==> src/rtl/freq_step_sequencer.sv <==
// Step sequencer: plays up to DEPTH (code, duration) slots through an external
// code-to-period translator and turns the returned half-period into a square wave.
module freq_step_sequencer #(
    parameter int DEPTH = 8,
    parameter int AW    = 3,
    parameter int DUR_W = 8
) (
    input  logic             clk,
    input  logic             rst,
    input  logic             wr_en,
    input  logic [AW-1:0]    wr_addr,
    input  logic [3:0]       wr_code,
    input  logic [DUR_W-1:0] wr_dur,
    input  logic [AW-1:0]    last_step,
    input  logic             loop,
    input  logic             start,
    input  logic             stop,
    input  logic             tick_en,
    input  logic [10:0]      period_in,
    output logic [3:0]       code_out,
    output logic             wave,
    output logic             busy,
    output logic             done,
    output logic [AW-1:0]    step_idx
);

    typedef enum logic [2:0] {IDLE, LOAD, SETTLE, PLAY, NEXT} state_t;

    state_t             state_q, state_d;
    logic [3:0]         code_mem_q [DEPTH];
    logic [3:0]         code_mem_d [DEPTH];
    logic [DUR_W-1:0]   dur_mem_q  [DEPTH];
    logic [DUR_W-1:0]   dur_mem_d  [DEPTH];
    logic [AW-1:0]      step_idx_q, step_idx_d;
    logic [AW-1:0]      last_q, last_d;
    logic [3:0]         code_q, code_d;
    logic               wave_q, wave_d;
    logic               done_q, done_d;
    logic [DUR_W-1:0]   dur_cnt_q, dur_cnt_d;
    logic [10:0]        per_cnt_q, per_cnt_d;

    always_comb begin
        state_d    = state_q;
        code_mem_d = code_mem_q;
        dur_mem_d  = dur_mem_q;
        step_idx_d = step_idx_q;
        last_d     = last_q;
        code_d     = code_q;
        wave_d     = wave_q;
        done_d     = 1'b0;
        dur_cnt_d  = dur_cnt_q;
        per_cnt_d  = per_cnt_q;

        case (state_q)
            IDLE: begin
                if (wr_en) begin
                    code_mem_d[wr_addr] = wr_code;
                    dur_mem_d[wr_addr]  = wr_dur;
                end
                if (start && !stop) begin
                    state_d    = LOAD;
                    step_idx_d = '0;
                    last_d     = last_step;
                end
            end
            LOAD: begin
                code_d  = code_mem_q[step_idx_q];
                state_d = SETTLE;
            end
            SETTLE: begin
                dur_cnt_d = dur_mem_q[step_idx_q];
                per_cnt_d = '0;
                state_d   = PLAY;
            end
            PLAY: begin
                // A zero-duration slot is skipped without touching the wave phase
                if (dur_cnt_q == '0) begin
                    state_d = NEXT;
                end else begin
                    if (per_cnt_q == period_in) begin
                        per_cnt_d = '0;
                        wave_d    = ~wave_q;
                    end else begin
                        per_cnt_d = per_cnt_q + 11'd1;
                    end
                    if (tick_en) begin
                        dur_cnt_d = dur_cnt_q - DUR_W'(1);
                        if (dur_cnt_q == DUR_W'(1)) state_d = NEXT;
                    end
                end
            end
            NEXT: begin
                if (step_idx_q < last_q) begin
                    step_idx_d = step_idx_q + AW'(1);
                    state_d    = LOAD;
                end else if (loop) begin
                    step_idx_d = '0;
                    state_d    = LOAD;
                end else begin
                    done_d  = 1'b1;
                    wave_d  = 1'b0;
                    state_d = IDLE;
                end
            end
            default: state_d = IDLE;
        endcase

        // Abort wins over everything; code_out deliberately keeps its last value
        if (stop && state_q != IDLE) begin
            state_d = IDLE;
            wave_d  = 1'b0;
            done_d  = 1'b0;
        end
    end

    always_ff @(posedge clk or posedge rst) begin
        if (rst) begin
            state_q    <= IDLE;
            step_idx_q <= '0;
            last_q     <= '0;
            code_q     <= '0;
            wave_q     <= 1'b0;
            done_q     <= 1'b0;
            dur_cnt_q  <= '0;
            per_cnt_q  <= '0;
            for (int i = 0; i < DEPTH; i++) begin
                code_mem_q[i] <= '0;
                dur_mem_q[i]  <= '0;
            end
        end else begin
            state_q    <= state_d;
            step_idx_q <= step_idx_d;
            last_q     <= last_d;
            code_q     <= code_d;
            wave_q     <= wave_d;
            done_q     <= done_d;
            dur_cnt_q  <= dur_cnt_d;
            per_cnt_q  <= per_cnt_d;
            code_mem_q <= code_mem_d;
            dur_mem_q  <= dur_mem_d;
        end
    end

    assign code_out = code_q;
    assign wave     = wave_q;
    assign busy     = (state_q != IDLE);
    assign done     = done_q;
    assign step_idx = step_idx_q;

endmodule
==> config.mk <==
export PLATFORM = sky130hd
export DESIGN_NAME = freq_step_sequencer
export DESIGN_NICKNAME = d
export VERILOG_FILES = /design/src/rtl/freq_step_sequencer.sv
export SDC_FILE = /design/constraint.sdc
export NUM_CORES = 1
export LEC_CHECK = 0
export CAP_MARGIN = 20
export CELL_PAD_IN_SITES_DETAIL_PLACEMENT = 1
export CELL_PAD_IN_SITES_GLOBAL_PLACEMENT = 1
export CORE_UTILIZATION = 53
export CTS_CLUSTER_DIAMETER = 120
export CTS_CLUSTER_SIZE = 30
export DETAILED_ROUTE_END_ITERATION = 16
export GPL_ROUTABILITY_DRIVEN = 1
export HOLD_SLACK_MARGIN = 0.05
export PLACE_DENSITY_LB_ADDON = 0.1
export SLEW_MARGIN = 20
export SYNTH_ARGS = -nofsm -noshare
export SYNTH_HDL_FRONTEND = slang
export SYNTH_SLANG_ARGS = --single-unit
==> constraint.sdc <==
create_clock -name clk -period 7.56 [get_ports clk]
set_input_delay 1.512 -clock clk [delete_from_list [all_inputs] [get_ports clk]]
set_output_delay 1.512 -clock clk [all_outputs]
set_load 0.02 [all_outputs]
==> results.json <==
{
  "reg2reg_depth": 5,
  "critPathKind": "register to primary output",
  "std_cell_rows": 39,
  "power.total_mw": 2.79,
  "setup_slack_ps": 4100,
  "regToRegSetupSlack_ps": 5050,
  "crit-reg2reg-capture": "dur_mem_q[57]",
  "synth_edf_count": 0,
  "dpl_worst_slack_ps": 3830,
  "layout.cells.most_common": "sky130_fd_sc_hd__dfrtp_1",
  "via_cell_ratio": 6.19,
  "deepest_level_of_the_cts_h_tree": 4,
  "boundaryPins": 46,
  "maxClockFrequency_mhz": 289,
  "cpMaxStageDelayCell": "sky130_fd_sc_hd__dfrtp_1",
  "final.period_utilization": 0.458,
  "max-cap-violations": 0,
  "cts-root-buf": "sky130_fd_sc_hd__clkbuf_16",
  "grt_first_pass_wirelength_mm": 25.8,
  "wl_per_cell_um": 23.2,
  "synth_seq_cells": 130,
  "end_kind": "primary output",
  "post_synth_num_cell_types": 54,
  "ys_async_sr_fraction": 1.00,
  "cts.repair_timing.setup_buffer_count": 0,
  "regArea_um2": 3250,
  "synth-seq-area-share": 0.508,
  "detailedRoute.firstIterationViolations": 240,
  "post_route_cells_drive_above_1_share": 0.331,
  "start_kind": "register",
  "die_h_um": 112,
  "globalRouteOverflowTotal": 0,
  "drt_drc_violations_left": 3,
  "failed_checks": "DRC",
  "clock_tree.buffer_depth": 2,
  "num-nets-final": 565,
  "finalWorstPathRequiredPeriod_ps": 3460,
  "p_leak_nw": 3.09,
  "maxSlewHeadroom": 0.291,
  "placedInstanceArea_um2": 6950,
  "initial_core_util": 0.552,
  "grt_setup_unrepaired": "false",
  "first_global_vias": 4657,
  "die-area_um2": 12500,
  "crit_path_cell_trace": "or3_1 -> clkdlybuf4s50_1",
  "cp-startpoint": "state_q[0]",
  "multi_input_comb_area_um2": 2970,
  "cts.clk_slew.worst_paths_ps": 60,
  "postSynthAreaPerCell_um2": 13.5,
  "number_of_detailed_routing_iterations_run_before_antenna_repair": 10,
  "die_w_um": 112,
  "num-fill-cells": 1105,
  "critical_path.max_stage_delay_ps": 590,
  "antenna-diode-count": 0,
  "insertion_delay_ps": 420,
  "core_area_um2": 11600,
  "grtUsageTotal": 0.274,
  "maximum_number_of_pins_on_one_net_before_global_route_repair": 74,
  "worst_ep_required_time_ps": 6050,
  "setup_total_negative_slack_ps": 0,
  "area_growth_pct": 17.6,
  "numClockSinks": 130,
  "report.final.slew_viol_count": 0,
  "postCtsResizedCells": 0,
  "hold_viol": 0,
  "vias": 4189,
  "hold_buffers": 0,
  "mappedNetlistNets": 519,
  "gp_congestion": 0.854,
  "critical_path.max_fanout": 17,
  "fin_area_um2": 7530,
  "run_status": "finished, violations left",
  "detailedPlacementHpwl_mm": 9.61,
  "mappedNetlistArea_um2": 6410,
  "clock_skew_ps": 8.38,
  "critPathArrivalTime_ps": 1950,
  "most_used_cells_in_the_layout_excluding_fill_and_tap_cells": "sky130_fd_sc_hd__dfrtp_1 (130), sky130_fd_sc_hd__mux2_2 (103), sky130_fd_sc_hd__clkdlybuf4s50_1 (45), sky130_fd_sc_hd__mux4_2 (24), sky130_fd_sc_hd__nand2_1 (19)",
  "post_synth_inst_count": 476,
  "wirelength_mm": 15.7,
  "timing.rr.start": "state_q[0]",
  "setup_violations": 0,
  "synth-main-ff-cell": "sky130_fd_sc_hd__dfrtp_1",
  "endpoint_of_the_most_critical_setup_path": "busy",
  "drt.antenna.violating_nets": 0,
  "worst_ir_drop_vdd_uv": 254,
  "worstMarginPinSlew_ps": 1060,
  "cts_tree": "done",
  "buffer_ports.inserted": 45,
  "yosys_warnings": 0,
  "min_path_type": "register to register",
  "grt_antenna_before_repair": 0,
  "cellPowerDensity_nw_per_um2": 370,
  "cts_made_buffers": 17
}
-- worst min-delay path by stage --
stage / from / end / slack (ps) / cells after the start
after floorplan: dur_mem_q[16] / dur_mem_q[16] / 470 / 1
after global placement: dur_mem_q[37] / dur_mem_q[37] / 480 / 1
after CTS: dur_mem_q[42] / dur_mem_q[42] / 500 / 1
after global routing: dur_mem_q[42] / dur_mem_q[42] / 510 / 1
after detailed placement: dur_mem_q[42] / dur_mem_q[42] / 490 / 1
final: dur_mem_q[42] / dur_mem_q[42] / 500 / 1
-- logic make-up after synthesis --
family | count (synthesis) | share of synthesized area
compound gates | 61 | 0.0688
xor+xnor | 12 | 0.0164
fa+ha+maj | 7 | 0.0137
buf+inv | 34 | 0.0289
flops | 130 | 0.508
mux | 135 | 0.278
simple gates | 97 | 0.0865
-- Yosys cell counts (3+ instances only) --
cell type / count / area [um2]
sky130_fd_sc_hd__a31oi_1: 3 / 18.8
sky130_fd_sc_hd__o21ai_0: 6 / 30.0
sky130_fd_sc_hd__nor2_1: 17 / 63.8
sky130_fd_sc_hd__dfrtp_1: 130 / 3250
sky130_fd_sc_hd__o22ai_1: 3 / 18.8
sky130_fd_sc_hd__mux2i_1: 8 / 80.1
sky130_fd_sc_hd__mux4_2: 24 / 541
sky130_fd_sc_hd__o31ai_1: 10 / 75.1
sky130_fd_sc_hd__ha_1: 7 / 87.6
sky130_fd_sc_hd__nor3_2: 3 / 30.0
sky130_fd_sc_hd__nand4_1: 4 / 25.0
sky130_fd_sc_hd__nor4_1: 4 / 25.0
sky130_fd_sc_hd__and2_1: 4 / 25.0
sky130_fd_sc_hd__o211ai_1: 5 / 37.5
sky130_fd_sc_hd__a22o_1: 6 / 52.6
sky130_fd_sc_hd__nand3_1: 8 / 40.0
sky130_fd_sc_hd__nand2_1: 19 / 71.3
sky130_fd_sc_hd__and3_1: 4 / 25.0
sky130_fd_sc_hd__xnor2_1: 12 / 105
sky130_fd_sc_hd__nor2b_1: 4 / 25.0
sky130_fd_sc_hd__mux2_2: 103 / 1160
sky130_fd_sc_hd__or3_1: 4 / 25.0
sky130_fd_sc_hd__o311ai_0: 3 / 26.3
sky130_fd_sc_hd__nand2b_1: 5 / 31.3
sky130_fd_sc_hd__inv_1: 7 / 26.3
sky130_fd_sc_hd__nor3b_1: 3 / 22.5
sky130_fd_sc_hd__buf_4: 7 / 52.6
sky130_fd_sc_hd__a21oi_1: 9 / 45.0
sky130_fd_sc_hd__buf_2: 12 / 60.1
sky130_fd_sc_hd__o21a_1: 3 / 22.5
sky130_fd_sc_hd__nor3_1: 7 / 35.0
sky130_fd_sc_hd__clkbuf_1: 4 / 15.0
-- through the flow --
step / hold slack (ps) / utilization / std cells
after floorplan: 474 / - / 476
after global placement: 483 / 0.598 / 646
after detailed placement: 492 / 0.598 / 646
after CTS: 505 / 0.649 / 677
after global routing: 508 / 0.649 / 677
final: 503 / 0.649 / 677
-- power breakdown --
group	leakage, nW	switching (mW)	internal [mW]
clock	0.287	0.308	0.515
combinational	1.20	0.319	0.431
sequential	1.60	0.207	1.00
total	3.09	0.835	1.95
-- final cells by class --
class	instances	share of cell area
clock buffers	21	0.0638
clock inverters	10	0.0143
inverters	7	0.00382
multi-input cells	312	0.394
flip-flops and latches	130	0.432
well taps	143	0.0237
repair buffers	54	0.0687
-- critical path: cells and delay by family, from the launching register on --
kind,cells,cell delay (ps)
DFF,1,590
buffers and inverters,1,540
and+or+nand+nor,1,400
-- metal layers --
layer | track usage | share of wire
met2 | 0.448 | 0.50
met4 | 0.100 | 0.020
met1 | 0.367 | 0.45
met5 | 0 | 0
met3 | 0.0528 | 0.029
-- sequential cells by signal, indices dropped and copies added (netlist names) --
register / cells
dur_mem_q: 64
code_mem_q: 32
per_cnt_q: 11
dur_cnt_q: 8
code_out: 4
last_q: 3
state_q: 3
step_idx: 3
done: 1
wave: 1
No activity file was read; power rests on OpenSTA's default activity.
